[src/rtl/timer_alarm_pkg.sv]
// Shared types and constants for the timer alarm block: FSM state encoding,
// counter widths and default blink timing.
package timer_alarm_pkg;

  localparam int PHASE_W         = 8;
  localparam int CNT_W           = 4;
  localparam int DEF_HALF_PERIOD = 4;
  localparam int DEF_BLINKS      = 5;

  typedef enum logic [1:0] {
    ST_IDLE  = 2'd0,
    ST_ALARM = 2'd1,
    ST_HOLD  = 2'd2,
    ST_COOL  = 2'd3
  } state_e;

endpackage

[src/rtl/timer_alarm_ack_sync.sv]
// Two-flop synchronizer for the asynchronous acknowledge button, followed by a
// rising-edge detector that emits exactly one pulse per press.
module ack_sync (
  input  logic clk,
  input  logic rst,
  input  logic ack_i,
  output logic pulse_o
);

  // sync_q[0]/[1] form the synchronizer; sync_q[2] remembers the previous
  // synchronized level for edge detection.
  logic [2:0] sync_q;

  always_ff @(posedge clk or negedge rst) begin
    if (!rst) begin
      sync_q <= '0;
    end else begin
      sync_q <= {sync_q[1:0], ack_i};
    end
  end

  assign pulse_o = sync_q[1] & ~sync_q[2];

endmodule

[src/rtl/timer_alarm.sv]
// Alarm sequencer: blinks alarm_led for BLINKS periods on a rising done, then
// holds steady until acknowledged. Define TIMER_ALARM_BUZZ_EN to drive buzzer.
module timer_alarm
  import timer_alarm_pkg::*;
#(
  parameter int HALF_PERIOD = DEF_HALF_PERIOD,
  parameter int BLINKS      = DEF_BLINKS
) (
  input  logic             clk,
  input  logic             rst,
  input  logic             done,
  input  logic             ack,
  output logic             alarm_led,
  output logic             buzzer,
  output logic             busy,
  output logic [CNT_W-1:0] alarm_cnt,
  output state_e           dbg_state_o
);

  localparam logic [PHASE_W-1:0] HP_LAST  = PHASE_W'(HALF_PERIOD - 1);
  localparam logic [CNT_W-1:0]   CNT_LAST = CNT_W'(BLINKS - 1);

  state_e             state_q;
  logic               done_q;
  logic               led_q;
  logic [CNT_W-1:0]   cnt_q;
  logic [CNT_W-1:0]   cnt_d;
  logic [PHASE_W-1:0] phase_q;
  logic [PHASE_W-1:0] phase_d;
  logic               rise;
  logic               ack_pulse;

  ack_sync u_ack_sync (
    .clk     (clk),
    .rst     (rst),
    .ack_i   (ack),
    .pulse_o (ack_pulse)
  );

  assign rise    = done & ~done_q;
  assign phase_d = phase_q + 1'b1;
  assign cnt_d   = cnt_q + 1'b1;

  always_ff @(posedge clk or negedge rst) begin
    if (!rst) begin
      state_q <= ST_IDLE;
      done_q  <= 1'b0;
      led_q   <= 1'b0;
      cnt_q   <= '0;
      phase_q <= '0;
    end else begin
      done_q <= done;
      case (state_q)
        ST_IDLE: begin
          if (rise) begin
            state_q <= ST_ALARM;
            led_q   <= 1'b1;
            cnt_q   <= '0;
            phase_q <= '0;
          end
        end
        ST_ALARM: begin
          if (ack_pulse) begin
            state_q <= ST_COOL;
            led_q   <= 1'b0;
            cnt_q   <= '0;
            phase_q <= '0;
          end else if (phase_q == HP_LAST) begin
            phase_q <= '0;
            led_q   <= ~led_q;
            // A low-to-high toggle closes one full blink; the last one lands in HOLD lit.
            if (!led_q) begin
              cnt_q <= cnt_d;
              if (cnt_q == CNT_LAST) begin
                state_q <= ST_HOLD;
              end
            end
          end else begin
            phase_q <= phase_d;
          end
        end
        ST_HOLD: begin
          if (ack_pulse) begin
            state_q <= ST_COOL;
            led_q   <= 1'b0;
            cnt_q   <= '0;
            phase_q <= '0;
          end
        end
        ST_COOL: begin
          if (!done) begin
            state_q <= ST_IDLE;
            phase_q <= '0;
          end
        end
        default: begin
          state_q <= ST_IDLE;
        end
      endcase
    end
  end

  assign alarm_led   = led_q;
  assign alarm_cnt   = cnt_q;
  assign busy        = (state_q != ST_IDLE);
  assign dbg_state_o = state_q;

`ifdef TIMER_ALARM_BUZZ_EN
  assign buzzer = led_q & (state_q == ST_ALARM);
`else
  assign buzzer = 1'b0;
`endif

endmodule

[config.mk]
export PLATFORM = sky130hd
export DESIGN_NAME = timer_alarm
export DESIGN_NICKNAME = d
export VERILOG_FILES = /design/src/rtl/timer_alarm_pkg.sv /design/src/rtl/timer_alarm_ack_sync.sv /design/src/rtl/timer_alarm.sv
export SDC_FILE = /design/constraint.sdc
export NUM_CORES = 1
export LEC_CHECK = 0
export CELL_PAD_IN_SITES_DETAIL_PLACEMENT = 1
export CELL_PAD_IN_SITES_GLOBAL_PLACEMENT = 2
export CORE_MARGIN = 8
export CORE_UTILIZATION = 38
export DETAILED_ROUTE_END_ITERATION = 8
export GPL_TIMING_DRIVEN = 1
export PLACE_DENSITY_LB_ADDON = 0.1
export SLEW_MARGIN = 15
export SYNTH_ARGS = -nofsm -noshare
export SYNTH_HDL_FRONTEND = slang
export SYNTH_SLANG_ARGS = --single-unit
[constraint.sdc]
create_clock -name clk -period 3.3 [get_ports clk]
set_clock_uncertainty 0.15 [all_clocks]
set_input_delay 0.99 -clock clk [delete_from_list [all_inputs] [get_ports clk]]
set_output_delay 0.99 -clock clk [all_outputs]
set_load 0.1 [all_outputs]
* Word-level counts from Yosys, hierarchy flattened
Cells that the tools add are included.
** Storage, ports and cells
- Word-level logic and storage cells :: 56
- Input bits :: 4
- Bits in registers :: 19
** Cells by class
- $add $sub $neg :: 2
- Eq/ne operators :: 11
- Bitwise logic cells :: 5
- Reduce and logical (&&, ||, !) cells :: 7
- Mux-type cells :: 25
** Operator list (count)
- 2-to-1 mux 8 bit :: 5
- case mux 8 bit (4 select lines) :: 1
- 2-to-1 mux 4 bit :: 5
- 2-to-1 mux 2 bit :: 7
- case mux 4 bit (3 select lines) :: 1
- != test 3 bit, second input constant :: 3
- adder 8 x 1 -> 8 bit, second input constant :: 1
- == test 8 x 2 -> 1 bit, second input constant :: 1
- case mux 2 bit (4 select lines) :: 1
- != test 2 bit, second input constant :: 3
- AND reduction 6 bit :: 1
- AND reduction 5 bit :: 1
- adder 4 x 1 -> 4 bit, second input constant :: 1
- == test 2 bit, second input constant :: 2
- == test 4 x 3 -> 1 bit, second input constant :: 1
- 2-to-1 mux 1 bit :: 4
- AND reduction 4 bit :: 1
- NOT 1 bit :: 3
- case mux 1 bit (3 select lines) :: 1
- AND reduction 3 bit :: 1
- nonzero test 3 bit :: 1
- AND 1 bit :: 2
- == test 2 x 1 -> 1 bit, second input constant :: 1
- logical NOT 2 bit :: 1
- nonzero test 2 bit :: 1

* Logic depth before layout (Yosys ltp)
- Depth in word-level cells :: 6
- Gate-level depth with buffers :: 6
- Mapped depth without buffers :: 6

* By module
From an unflattened synthesis, not the netlist that was laid out.
** Unflattened totals
- Cell total of the unflattened synthesis :: 110
- Area total of the unflattened synthesis :: 1087.3 sq um
** Modules (own cells, without submodules)
- timer_alarm :: times used 1, area each 998.5 sq um, seq. area each 400.4 sq um, cells each 106
- ack_sync :: times used 1, area each 88.8 sq um, seq. area each 75.1 sq um, cells each 4

* Worst setup path before layout
No wires, ideal clock.
- Path type :: register -> output
- Start :: register state_q[0], in the netlist dbg_state_o[0]
- End :: output port busy
- Path buffers :: 0
- Stages on the path, launching flop included :: 4
- Path slack :: 70 ps
- Arrival :: 2090 ps
- Path through :: dfrtp_1 -> inv_1 -> ha_1 -> inv_1
** Between the ends
- Cells in the longest elaborated chain, start to end :: 1
** Ends and longest elaborated chain
- start: declaration :: line timer_alarm.sv:23 : state_e state_q;
- start signal: assignment :: line timer_alarm.sv:46 : state_q <= ST_IDLE;
- start signal: assignment :: line timer_alarm.sv:56 : state_q <= ST_ALARM;
- start signal: assignment :: line timer_alarm.sv:64 : state_q <= ST_COOL;
- nonzero test 2 bit :: line timer_alarm.sv:105 : assign busy = (state_q != ST_IDLE);
- end: declaration :: line timer_alarm.sv:15 : output logic busy,
No other way between the ends.

* Worst setup path in the final report
Same ends and word-level chain as after synthesis.

==> results by group <==
Status
  – Outcome: finished clean

Job
  – # Max-Cap Violations: 0

Synthesis
  – Syn nets: 113
  – Post-Synthesis Cells: 102
  – Compound-gate portion of the synthesized area: 0.214
  – Post-synthesis xor/xnor area fraction: 0
  – Primary FF master, synth: dfrtp_1
  – Most common cell in the netlist: dfrtp_1
  – Synthesized cell area: 1100 um2
  – Synth Area in Simple Gates: 0.195
  – Yosys top cell by area: dfrtp_1
  – Post-synth ARST share: 1.00
  – Sequential area share after synthesis: 0.432
  – Synth top area share: 0.432
  – Post-synthesis adder-cell area fraction: 0.0795
  – Commonest cells in the netlist: dfrtp_1, o21ai_0, ha_1, inv_1, a22o_2
  – Syn. warnings: 0
  – Top cells by area, synth: dfrtp_1, ha_1, a22o_2
  – Multiplexer share of the synthesized area: 0.0409
  – Main combinational cell family by area after synthesis: compound AO/OA/AOI/OAI gates
  – Syn_area_per_cell: approximately 11 um2
  – Yosys reg bits: 19
  – Post-synthesis cell type count: 37
  – Post-synth EDFFs: 0

Worst setup path
  – Max FO, Critical Path: 6
  – Crit path buf inv count: 3
  – Worst Path Arrival: 1.52 ns
  – CP most frequent cell: inv_1
  – Required time of the worst setup path: 2.16 ns
  – Crit path kind: register to primary output
  – Critical path launch point type: register
  – Critical Path End Type: primary output
  – Critical path's slowest cell: dfrtp_1
  – Slowest stage delay, CP: roughly 0.44 ns
  – CP cell instances: inv_1, ha_1, inv_1, buf_4
  – CP top delay family: buffers and inverters

CTS
  – Clk buf depth: 2
  – Post-CTS resize count: 0
  – Worst-path clk slew: 0.11 ns
  – CTS H-tree lvls: 1
  – CTS Buf Count: 3
  – Clk root buf: clkbuf_4
  – Hold Buf Count CTS: 0
  – Clock Latency Late Sink: 0.29 ns
  – Clock sinks: 19
  – Setup bufs post-CTS: 0
  – CTS tree: yes

Floorplan
  – Initial Utilization: 0.399
  – Row Count: 19
  – Die height: 69.8 um
  – I/O pin count: 13
  – Die area: ~4900 um2
  – Core box area: 2760 um2
  – Die X: 69.8 um

Drt
  – Detailed Route Iter0 Violations: 55
  – Drt pass-1 iters: 4
  – Routed WL: approximately 2.5 mm
  – WL per Instance: 16.9 um
  – Vias: around 850
  – Drt drc: 0
  – Vias per cell: 5.74
  – Post-route ant nets: 0

Placement
  – RePlAce Congestion: 0.804
  – Port bufs: 11
  – Post-DP HPWL: slightly below 2 mm
  – DP Cell Count: 144

Power
  – Maximum vdd drop: 0.000658 V
  – Leak: 0.594 nW
  – Pwr/cell area: 831 nW/um2

Finish
  – Final std cells w/o fill: 148
  – Final nets: 129
  – Share of layout cells above drive strength 1: 0.256
  – Area growth from synthesis to layout: 14.3%
  – Diodes inserted: 0

Global route
  – Largest net degree at the start of global routing: 20
  – Total GRT Usage: 0.111
  – Global route overflow: 0
  – Vias in the first global route: 946
  – Antenna violations before repair: 0
  – Global-route wire length before repair: between 4 and 5 mm

Timing
  – Min cycle time layout: 2.66 ns
  – Period Utilization, post-route: 0.806
  – Unrepaired setup endpoints after global routing: false
  – Final count of hold timing violations: 0
  – Max Clk Rate: 0.376 GHz
  – Final setup viols: 0
  – Setup_tns: 0 ns
  – Max Slew Vio Count: 0

Worst hold path
  – Worst hold path type: register to register
## cell usage in the layout (no fill, tap or decap), types with 4 or more instances in the layout
cell / Yosys / layout
a22o_2: 6 / 6
buf_4: 1 / 10
dfrtp_1: 19 / 19
ha_1: 7 / 7
inv_1: 7 / 7
mux2_2: 4 / 4
nand2_1: 5 / 5
nor2_1: 4 / 4
nor3_1: 4 / 4
o21ai_0: 9 / 9
## area by class of cell
cell class / count / area (um2)
fillers: 316 / 1500
multi-input cells: 74 / 587
flip-flops and latches: 19 / 475
repair buffers: 13 / 105
well taps: 31 / 38.8
clock buffers: 4 / 26.3
inverters: 7 / 26.3
## sequential cells by signal, indices dropped and copies added (netlist names)
signal	flops
alarm_cnt	4
alarm_led	1
dbg_state_o	2
done_q	1
phase_q	8
u_ack_sync.sync_q	3
## power by group
group	switching, mW	internal, mW
clock	0.0738	0.0470
combinational	0.432	0.197
sequential	0.0330	0.263
## worst register-to-register path, delay by kind of cell, from the launching register on
kind	cells	cell delay [ns]
mux	1	0.34
flops	1	0.41
fa+ha+maj	1	0.21
simple gates	2	0.97
compound gates	1	0.18
## logic make-up after synthesis
group           Yosys count
mux                       4
compound gates           29
simple gates             33
flops                    19
buf+inv                   9
fa+ha+maj                 7
other cells               1
## worst paths after layout
path                                       from              endpoint  slack, ns  cells after the start
max                              dbg_state_o[0]                  busy       0.64                      4
max reg2reg                          phase_q[0]        dbg_state_o[1]       0.94                      5
max in group asynchronous                   rst            phase_q[4]       1.93                      2
min                        u_ack_sync.sync_q[0]  u_ack_sync.sync_q[1]       0.21                      0
min in group asynchronous                   rst            phase_q[7]       0.86                      2
min reg2reg                u_ack_sync.sync_q[0]  u_ack_sync.sync_q[1]       0.21                      0
## stage by stage
| step | setup slack, ns | hold slack (ns) | area [um2] | utilization | total power [mW] |
|---|---|---|---|---|---|
| floorplan | 0.0695 | 0.181 | 1100 | - | 0.777 |
| global placement | 0.481 | 0.182 | 1230 | 0.447 | 0.921 |
| detailed placement | 0.425 | 0.186 | 1230 | 0.447 | 0.934 |
| CTS | 0.618 | 0.214 | 1260 | 0.456 | 1.06 |
| global route | 0.532 | 0.227 | 1260 | 0.456 | 1.12 |
| finish | 0.639 | 0.210 | 1260 | 0.456 | 1.05 |
## per-layer routing
metal  track usage  share of wire  wire length (um)
met1         0.136           0.46              1140
met2         0.186           0.50              1250
met5             0              0                 0
met3        0.0258          0.035                87
met4        0.0357         0.0056                14
(Power assumes the default switching activity.)
